[config.mk]
export PLATFORM = sky130hd
export DESIGN_NAME = pipe_stage_elastic
export DESIGN_NICKNAME = d
export VERILOG_FILES = /design/src/rtl/pipe_pkg.sv /design/src/rtl/pipe_slot.sv /design/src/rtl/pipe_stage_elastic.sv
export SDC_FILE = /design/constraint.sdc
export NUM_CORES = 1
export LEC_CHECK = 0
export CORE_ASPECT_RATIO = 0.75
export CORE_MARGIN = 8
export CORE_UTILIZATION = 57
export CTS_BUF_LIST = sky130_fd_sc_hd__clkbuf_2
export CTS_CLUSTER_DIAMETER = 150
export DETAILED_ROUTE_END_ITERATION = 8
export PLACE_DENSITY = 0.95
export SYNTH_ARGS = -nofsm -noshare
export SYNTH_HDL_FRONTEND = slang
export SYNTH_HIERARCHICAL = 1
export SYNTH_SLANG_ARGS = --single-unit
[constraint.sdc]
create_clock -name clk_i -period 5 [get_ports clk_i]
set_input_delay 1 -clock clk_i [delete_from_list [all_inputs] [get_ports clk_i]]
set_output_delay 1 -clock clk_i [all_outputs]
set_load 0.01 [all_outputs]
[src/rtl/pipe_pkg.sv]
// Shared definitions for elastic pipeline stages: control bit positions,
// EX/MEM payload width and the stage occupancy state.
package pipe_pkg;

  localparam int unsigned CTRL_REGWRITE = 0;
  localparam int unsigned CTRL_MEMTOREG = 1;
  localparam int unsigned CTRL_MEMREAD  = 2;
  localparam int unsigned CTRL_MEMWRITE = 3;

  localparam int unsigned EX_MEM_CTRL_W = 4;
  localparam int unsigned EX_MEM_DATA_W = 69;

  typedef enum logic [1:0] {
    StEmpty = 2'd0,
    StOne   = 2'd1,
    StTwo   = 2'd2
  } stage_state_e;

  function automatic logic [1:0] state_occupancy(stage_state_e s);
    logic [1:0] occ;
    unique case (s)
      StOne:   occ = 2'd1;
      StTwo:   occ = 2'd2;
      default: occ = 2'd0;
    endcase
    return occ;
  endfunction

endpackage

[src/rtl/pipe_slot.sv]
// One pipeline register entry: valid bit plus control and data payload.
// Clear wins over load; payload registers only change on a load.
module pipe_slot #(
  parameter int unsigned CTRL_W = 4,
  parameter int unsigned DATA_W = 69
) (
  input  logic              clk_i,
  input  logic              rst_i,
  input  logic              load_i,
  input  logic              clear_i,
  input  logic [CTRL_W-1:0] ctrl_i,
  input  logic [DATA_W-1:0] data_i,
  output logic              valid_o,
  output logic [CTRL_W-1:0] ctrl_o,
  output logic [DATA_W-1:0] data_o
);

  logic              valid_q;
  logic [CTRL_W-1:0] ctrl_q;
  logic [DATA_W-1:0] data_q;

  always_ff @(posedge clk_i or negedge rst_i) begin
    if (!rst_i) begin
      valid_q <= 1'b0;
      ctrl_q  <= '0;
      data_q  <= '0;
    end else if (clear_i) begin
      valid_q <= 1'b0;
    end else if (load_i) begin
      valid_q <= 1'b1;
      ctrl_q  <= ctrl_i;
      data_q  <= data_i;
    end
  end

  assign valid_o = valid_q;
  assign ctrl_o  = ctrl_q;
  assign data_o  = data_q;

endmodule

[src/rtl/pipe_stage_elastic.sv]
// Elastic inter-stage register with valid/ready handshake, optional skid entry,
// synchronous flush and masking of control bits while the stage is empty.
module pipe_stage_elastic
  import pipe_pkg::*;
#(
  parameter int unsigned DATA_W = EX_MEM_DATA_W,
  parameter int unsigned CTRL_W = EX_MEM_CTRL_W,
  parameter int unsigned SKID   = 1
) (
  input  logic              clk_i,
  input  logic              rst_i,
  input  logic              flush_i,
  input  logic              in_valid_i,
  output logic              in_ready_o,
  input  logic [CTRL_W-1:0] in_ctrl_i,
  input  logic [DATA_W-1:0] in_data_i,
  output logic              out_valid_o,
  input  logic              out_ready_i,
  output logic [CTRL_W-1:0] out_ctrl_o,
  output logic [DATA_W-1:0] out_data_o,
  output logic [1:0]        occupancy_o
);

  stage_state_e state_q, state_d;
  logic         ready_q;
  logic [1:0]   occ_q;

  logic acc, pop;
  logic main_load, main_clear, skid_load, skid_clear;

  logic              main_valid, skid_valid;
  logic [CTRL_W-1:0] main_ctrl, skid_ctrl, main_src_ctrl;
  logic [DATA_W-1:0] main_data, skid_data, main_src_data;

  // Registered ready in skid mode keeps out_ready_i off the upstream timing path.
  assign in_ready_o = (SKID != 0) ? ready_q : (!main_valid || out_ready_i);
  assign acc        = in_valid_i && in_ready_o;
  assign pop        = main_valid && out_ready_i;

  always_comb begin
    state_d    = state_q;
    main_load  = 1'b0;
    main_clear = 1'b0;
    skid_load  = 1'b0;
    skid_clear = 1'b0;
    if (flush_i) begin
      state_d    = StEmpty;
      main_clear = 1'b1;
      skid_clear = 1'b1;
    end else begin
      unique case (state_q)
        StEmpty: begin
          if (acc) begin
            state_d   = StOne;
            main_load = 1'b1;
          end
        end
        StOne: begin
          if (acc && pop) begin
            main_load = 1'b1;
          end else if (acc && (SKID != 0)) begin
            state_d   = StTwo;
            skid_load = 1'b1;
          end else if (pop) begin
            state_d    = StEmpty;
            main_clear = 1'b1;
          end
        end
        StTwo: begin
          if (pop) begin
            state_d    = StOne;
            main_load  = 1'b1;
            skid_clear = 1'b1;
          end
        end
        default: state_d = StEmpty;
      endcase
    end
  end

  always_ff @(posedge clk_i or negedge rst_i) begin
    if (!rst_i) begin
      state_q <= StEmpty;
      ready_q <= 1'b1;
      occ_q   <= 2'd0;
    end else begin
      state_q <= state_d;
      ready_q <= (state_d != StTwo);
      occ_q   <= state_occupancy(state_d);
    end
  end

  // Main refills from the skid entry whenever the skid entry is occupied.
  assign main_src_ctrl = skid_valid ? skid_ctrl : in_ctrl_i;
  assign main_src_data = skid_valid ? skid_data : in_data_i;

  pipe_slot #(
    .CTRL_W (CTRL_W),
    .DATA_W (DATA_W)
  ) u_main (
    .clk_i   (clk_i),
    .rst_i   (rst_i),
    .load_i  (main_load),
    .clear_i (main_clear),
    .ctrl_i  (main_src_ctrl),
    .data_i  (main_src_data),
    .valid_o (main_valid),
    .ctrl_o  (main_ctrl),
    .data_o  (main_data)
  );

  if (SKID != 0) begin : g_skid
    pipe_slot #(
      .CTRL_W (CTRL_W),
      .DATA_W (DATA_W)
    ) u_skid (
      .clk_i   (clk_i),
      .rst_i   (rst_i),
      .load_i  (skid_load),
      .clear_i (skid_clear),
      .ctrl_i  (in_ctrl_i),
      .data_i  (in_data_i),
      .valid_o (skid_valid),
      .ctrl_o  (skid_ctrl),
      .data_o  (skid_data)
    );
  end else begin : g_no_skid
    logic unused_skid;
    assign unused_skid = skid_load ^ skid_clear;
    assign skid_valid  = 1'b0;
    assign skid_ctrl   = '0;
    assign skid_data   = '0;
  end

  assign out_valid_o = main_valid;
  assign out_ctrl_o  = main_ctrl & {CTRL_W{main_valid}};
  assign out_data_o  = main_data;
  assign occupancy_o = occ_q;

  occ_matches_entries: assert property (@(posedge clk_i) disable iff (!rst_i)
    occupancy_o == ({1'b0, main_valid} + {1'b0, skid_valid}));

  single_entry_limit: assert property (@(posedge clk_i) disable iff (!rst_i)
    !((SKID == 0) && (occupancy_o > 2'd1)));

endmodule

* Yosys cells after proc, flatten, opt, wreduce, memory -nomap -nowiden
Cells that the tools add are included.
Storage, ports and cells: register bits after elaboration 153, bits in latches 0, bits in writable memories 0, memory bits (read-only) 0, word-level logic and storage cells 53, memories 0
Operators by class: add/sub/neg operators 0, multipliers 0, divide/modulo/power cells 0, $lt $le $gt $ge 0, eq/ne operators 5, shifts and indexed selects 0, multiplexer cells 28, bitwise operators 3, reduce and logical (&&, ||, !) cells 8
Operator list (count):
- $mux 69 | 1
- $mux 1 | 17
- $mux 2 | 6
- $pmux 2 s3 | 1
- $and 4x4->4 | 1
- $eq 2x1->1 const B | 2
- $eq 2x2->1 const B | 2
- $mux 4 | 1
- $pmux 2 s2 | 1
- $reduce_and 2->1 | 2
- $reduce_bool 2->1 | 2
- $logic_and 1x1->1 | 3
- $pmux 1 s3 | 1
- $logic_not 2->1 | 1
- $ne 2x2->1 const B | 1
- $not 1->1 | 2

* Longest topological paths before layout
word-level depth 8, mapped depth 7

* By module
The synthesis kept the hierarchy.
By module, submodules not included:
- pipe_slot | times used 2, cells each 158, area an instance 3118.0 um^2, sequential area each 1851.8 um^2
- pipe_stage_elastic | times used 1, cells each 112, area an instance 1219.9 um^2, sequential area each 126.4 um^2

* Worst setup path before layout
OpenSTA, ideal clock, no wires.
path kind input-to-reg, start point in out_ready_i, end point reg u_main.ctrl_q[2], in the netlist u_main/ctrl_o[2], arrival time 2296 ps, data required time 4875 ps, setup slack 2579 ps, stages on the path 7, buffers on the path 2, path through nand2_1 > a211o_1 > a21oi_1 > nor2b_4 > buf_12 > buf_12 > mux2_4
Between the ends: elaborated cells on any way between the ends 12, those cells by class mux: 8; bitwise: 1; reduce/logical: 3
RTL lines:
- start, declared | line pipe_stage_elastic.sv:18 | input logic out_ready_i,
- $logic_and 1x1->1 * | line pipe_stage_elastic.sv:38 | assign pop = main_valid && out_ready_i;
- $logic_and 1x1->1 | line pipe_stage_elastic.sv:59 | if (acc && pop) begin
- $mux 1 | line pipe_stage_elastic.sv:59
- $pmux 1 s3 * | line pipe_stage_elastic.sv:51 | unique case (state_q)
- $mux 1 * | line pipe_stage_elastic.sv:46 | if (flush_i) begin
- net main_load | line pipe_stage_elastic.sv:29 | logic main_load, main_clear, skid_load, skid_clear;
- $reduce_and 2->1 (no line) *
- end signal, assigned | line pipe_slot.sv:31 | ctrl_q <= ctrl_i;
- end, declared | line pipe_slot.sv:19 | logic [CTRL_W-1:0] ctrl_q;
The timed path passes the listed nets; every way through them passes the cells marked *. A chain may end at the register's enable or synchronous reset.

* Final worst setup path
start point reg u_main.valid_q, in the netlist u_main/valid_o, end point out out_ctrl_o[2]
Between the ends: word-level cells in the longest chain between the ends 1
Ends and longest elaborated chain:
- start, declared | line pipe_slot.sv:18 | logic valid_q;
- start signal, assigned | line pipe_slot.sv:24 | valid_q <= 1'b0;
- start signal, assigned | line pipe_slot.sv:28 | valid_q <= 1'b0;
- start signal, assigned | line pipe_slot.sv:30 | valid_q <= 1'b1;
- $and 4x4->4 | line pipe_stage_elastic.sv:136 | assign out_ctrl_o = main_ctrl & {CTRL_W{main_valid}};
- end, declared | line pipe_stage_elastic.sv:19 | output logic [CTRL_W-1:0] out_ctrl_o,
No other way between the ends.

==> flow_summary_export.csv <==
group,metric,value,unit
run_status,status,"finished clean",
timing,max_slew_margin,29.0,%
critical_path,critPathKind,"flop to output pin",
critical_path,crit_arrival,1.97,ns
cts,clk_pin_slew,0.21,ns
grt,grt_max_degree,84,
timing,holdWs,0.302,ns
cts,cts_root_buf,"clkbuf_2",
timing,fin_crit_sh,59.3,%
grt,grt_use_total,19.2,%
timing,slew_violations,0,
layout,stdcell_count,764,
placement,dpl.hpwl,10400,um
pwr,peakVddDrop,0.000243,V
cts,post_cts_buffers,0,
grt,globalRouteOverflowTotal,0,
critical_path,critPathRequiredTime,4.00,ns
placement,gp_congestion,0.741,
floorplan,io-pin-count,155,
timing,worst_pin_slew,1.07,ns
synth,synth_area,7460,um^2
synth,synth_cell_types,27,
timing,setup_viol,0,
layout,syn_to_final_growth,21.6,%
synth,syn_area_per_cell,17.4,um^2
layout,antenna_cells,0,
cts,cts.sinks,153,
synth,synth_xor_area_share,0,%
layout,drive_gt1_share,32.9,%
detailed_routing,drt_pass1_iterations,4,
synth,muxShareOfSynthArea,40.1,%
timing,fmax,0.337,GHz
layout,final_nets,658,
detailed_routing,route.detailed.drc,0,
floorplan,die_y,115,um
grt,grt_pass1_wl,25700,um
grt,antenna_found_initial,0,
cts,cts_inserted_buffers,17,
floorplan,dieArea,17000,um^2
critical_path,end_kind,"output pin",
cts,cts_tree,"yes",
min_path,holdCritPathClass,"input port to async pin",
cts,cts_max_path_buffers,2,
floorplan,chipWidth,148,um
floorplan,start_util,57.9,%
cts,cts_resized,0,
detailed_routing,vias,4013,
cts,cts-hold-fix-buffers,0,
synth,synth_top_area_share,51.0,%
synth,synth_seq_area_share,51.4,%
grt,grt_pass1_vias,4641,
synth,synthAdderAreaFrac,0,%
critical_path,ff2ff_path_depth,6,
floorplan,placementRows,36,
synth,synth_top_area_cell,"dfrtp_1",
synth,synth_top_family_by_area,"multiplexers",
pwr,p_leak,3.97,nW
floorplan,core-area,12900,um^2
detailed_routing,final_antenna_net_count,0,
detailed_routing,drt_iter0_markers,210,
placement,io_buffer_count,154,
cts,h-tree-depth,4,
synth,syn_nets,506,
timing,finalHoldViolations,0,
synth,yosysWarningCount,6,
placement,dp.cells,732,
synth,yosys.area_share.simple,2.05,%
timing,skew,0.0232,ns
timing,rsz0062_at_grt,"false",
detailed_routing,wl_per_cell,20.2,um
synth,syn_inst,428,
detailed_routing,wl,15400,um
synth,ys_ff_latch,153,
cts,clkLatencyLatePin,0.68,ns
timing,fin_setup_tns,0,ns
detailed_routing,via_per_inst,5.25,
critical_path,crit_path_max_fanout,8,
pwr,power_density,457,nW/um^2
synth,synth-compound-area-share,0.806,%
placement,dpl_cell_area,8840,um^2
flow_run,maxCapViolCount,0,
critical_path,start_kind,"flop",
timing,fin_crit,2.97,ns
layout,stdcell_area,9070,um^2
pwr,p_total,4.14,mW
synth,ys_top_cells_by_area,"dfrtp_1 51%, mux2_4 28%, mux2_1 11%, buf_12 4.3%, mux2_2 1.4%",
[layout by cell type, fill, tap and decap left out, types with 2 or more instances in the layout]
master and n:
a211o_1 2, a211oi_1 2, and2_2 4, buf_4 4
bufinv_16 2, clkbuf_2 19, clkdlybuf4s50_1 153, clkinv_1 2
clkinv_2 4, clkinvlp_4 3, dfrtp_1 151, inv_6 2
mux2_1 70, mux2_2 9, mux2_4 140, nand2_1 2
nand2b_1 2, nor2_1 4, nor2b_4 2, nor4b_1 2
[per-layer routing]
| layer | share of wire, % | vias up | wire length, um | global-route usage, % |
|---|---|---|---|---|
| li1 | - | 1837 | - | - |
| met2 | 47 | 103 | 7320 | 30.3 |
| met5 | 0 | - | 0 | 0 |
| met4 | 0.78 | 0 | 121 | 5.49 |
| met1 | 45 | 2060 | 7010 | 24.9 |
| met3 | 6.4 | 13 | 982 | 6.41 |
[synthesized netlist by cell type]
master	number
buf_6	8
a211oi_1	2
mux2_4	140
and2_1	1
o21ai_0	1
nand2_1	2
nor4b_1	2
mux2_1	70
nor2b_4	2
nor2_1	4
and2_2	4
a211o_1	2
or2_1	1
buf_1	1
and2b_1	1
dfstp_2	1
a221oi_1	1
nor3_1	1
a31o_2	1
a21oi_1	1
mux2_2	9
nand2b_1	2
buf_4	1
nor3b_2	1
buf_12	16
dfrtp_1	152
nand3_1	1
[power breakdown]
group / total (mW) / leakage (nW) / switching [mW] / internal (mW)
Combinational: 1.48 / 1.96 / 0.434 / 1.05
Clock: 0.654 / 0.135 / 0.426 / 0.228
Sequential: 2.01 / 1.87 / 0.305 / 1.70
Total: 4.14 / 3.97 / 1.16 / 2.98
[per-stage QoR]
| step | util [%] | worst slack [ns] |
|---|---|---|
| finish | 70.4 | 2.03 |
| global route | 70.4 | 1.86 |
| CTS | 70.4 | 1.92 |
| detailed placement | 68.7 | 1.63 |
| global placement | 68.7 | 1.70 |
| floorplan | - | 2.58 |
[state kept, by name, summed over array words and instances, names as in the netlist]
signal                 flops
g_skid.u_skid/data_o      69
u_main/data_o             69
g_skid.u_skid/ctrl_o       4
u_main/ctrl_o              4
occupancy_o                2
state_q                    2
g_skid.u_skid/valid_o      1
in_ready_o                 1
u_main/valid_o             1
[kinds of logic (layout without fill, tap and decap cells)]
kind of cell,Yosys count,after routing
AND/OR/NAND/NOR,22,22
AO/OA/AOI/OAI,8,8
buffers and inverters,26,191
multiplexers,219,219
flip-flops,153,153
[worst max-delay path, cell delays in order, from the launching register on]
cell             delay (ns)
dfrtp_1                0.54
and2_2                 0.21
clkdlybuf4s50_1        0.55
[worst paths after layout]
path / from / to / slack (ns)
min reg2reg: u_main/ctrl_o[1] / u_main/ctrl_o[1] / 0.53
min: rst_i / u_main/data_o[56] / 0.30
min in group clk_i: u_main/ctrl_o[1] / u_main/ctrl_o[1] / 0.53
max in group asynchronous: rst_i / in_ready_o / 3.67
max: u_main/valid_o / out_ctrl_o[2] / 2.03
max reg2reg: state_q[1] / g_skid.u_skid/data_o[12] / 2.48
[final cells by class]
class                   instances  area (um^2)
clock buffers                  19         95.1
repair buffers                159         1590
fillers                       820         3810
clock inverters                13          128
flip-flops and latches        153         3830
well taps                     171          214
multi-input cells             249         3200
No activity file was read; power rests on OpenSTA's default activity.
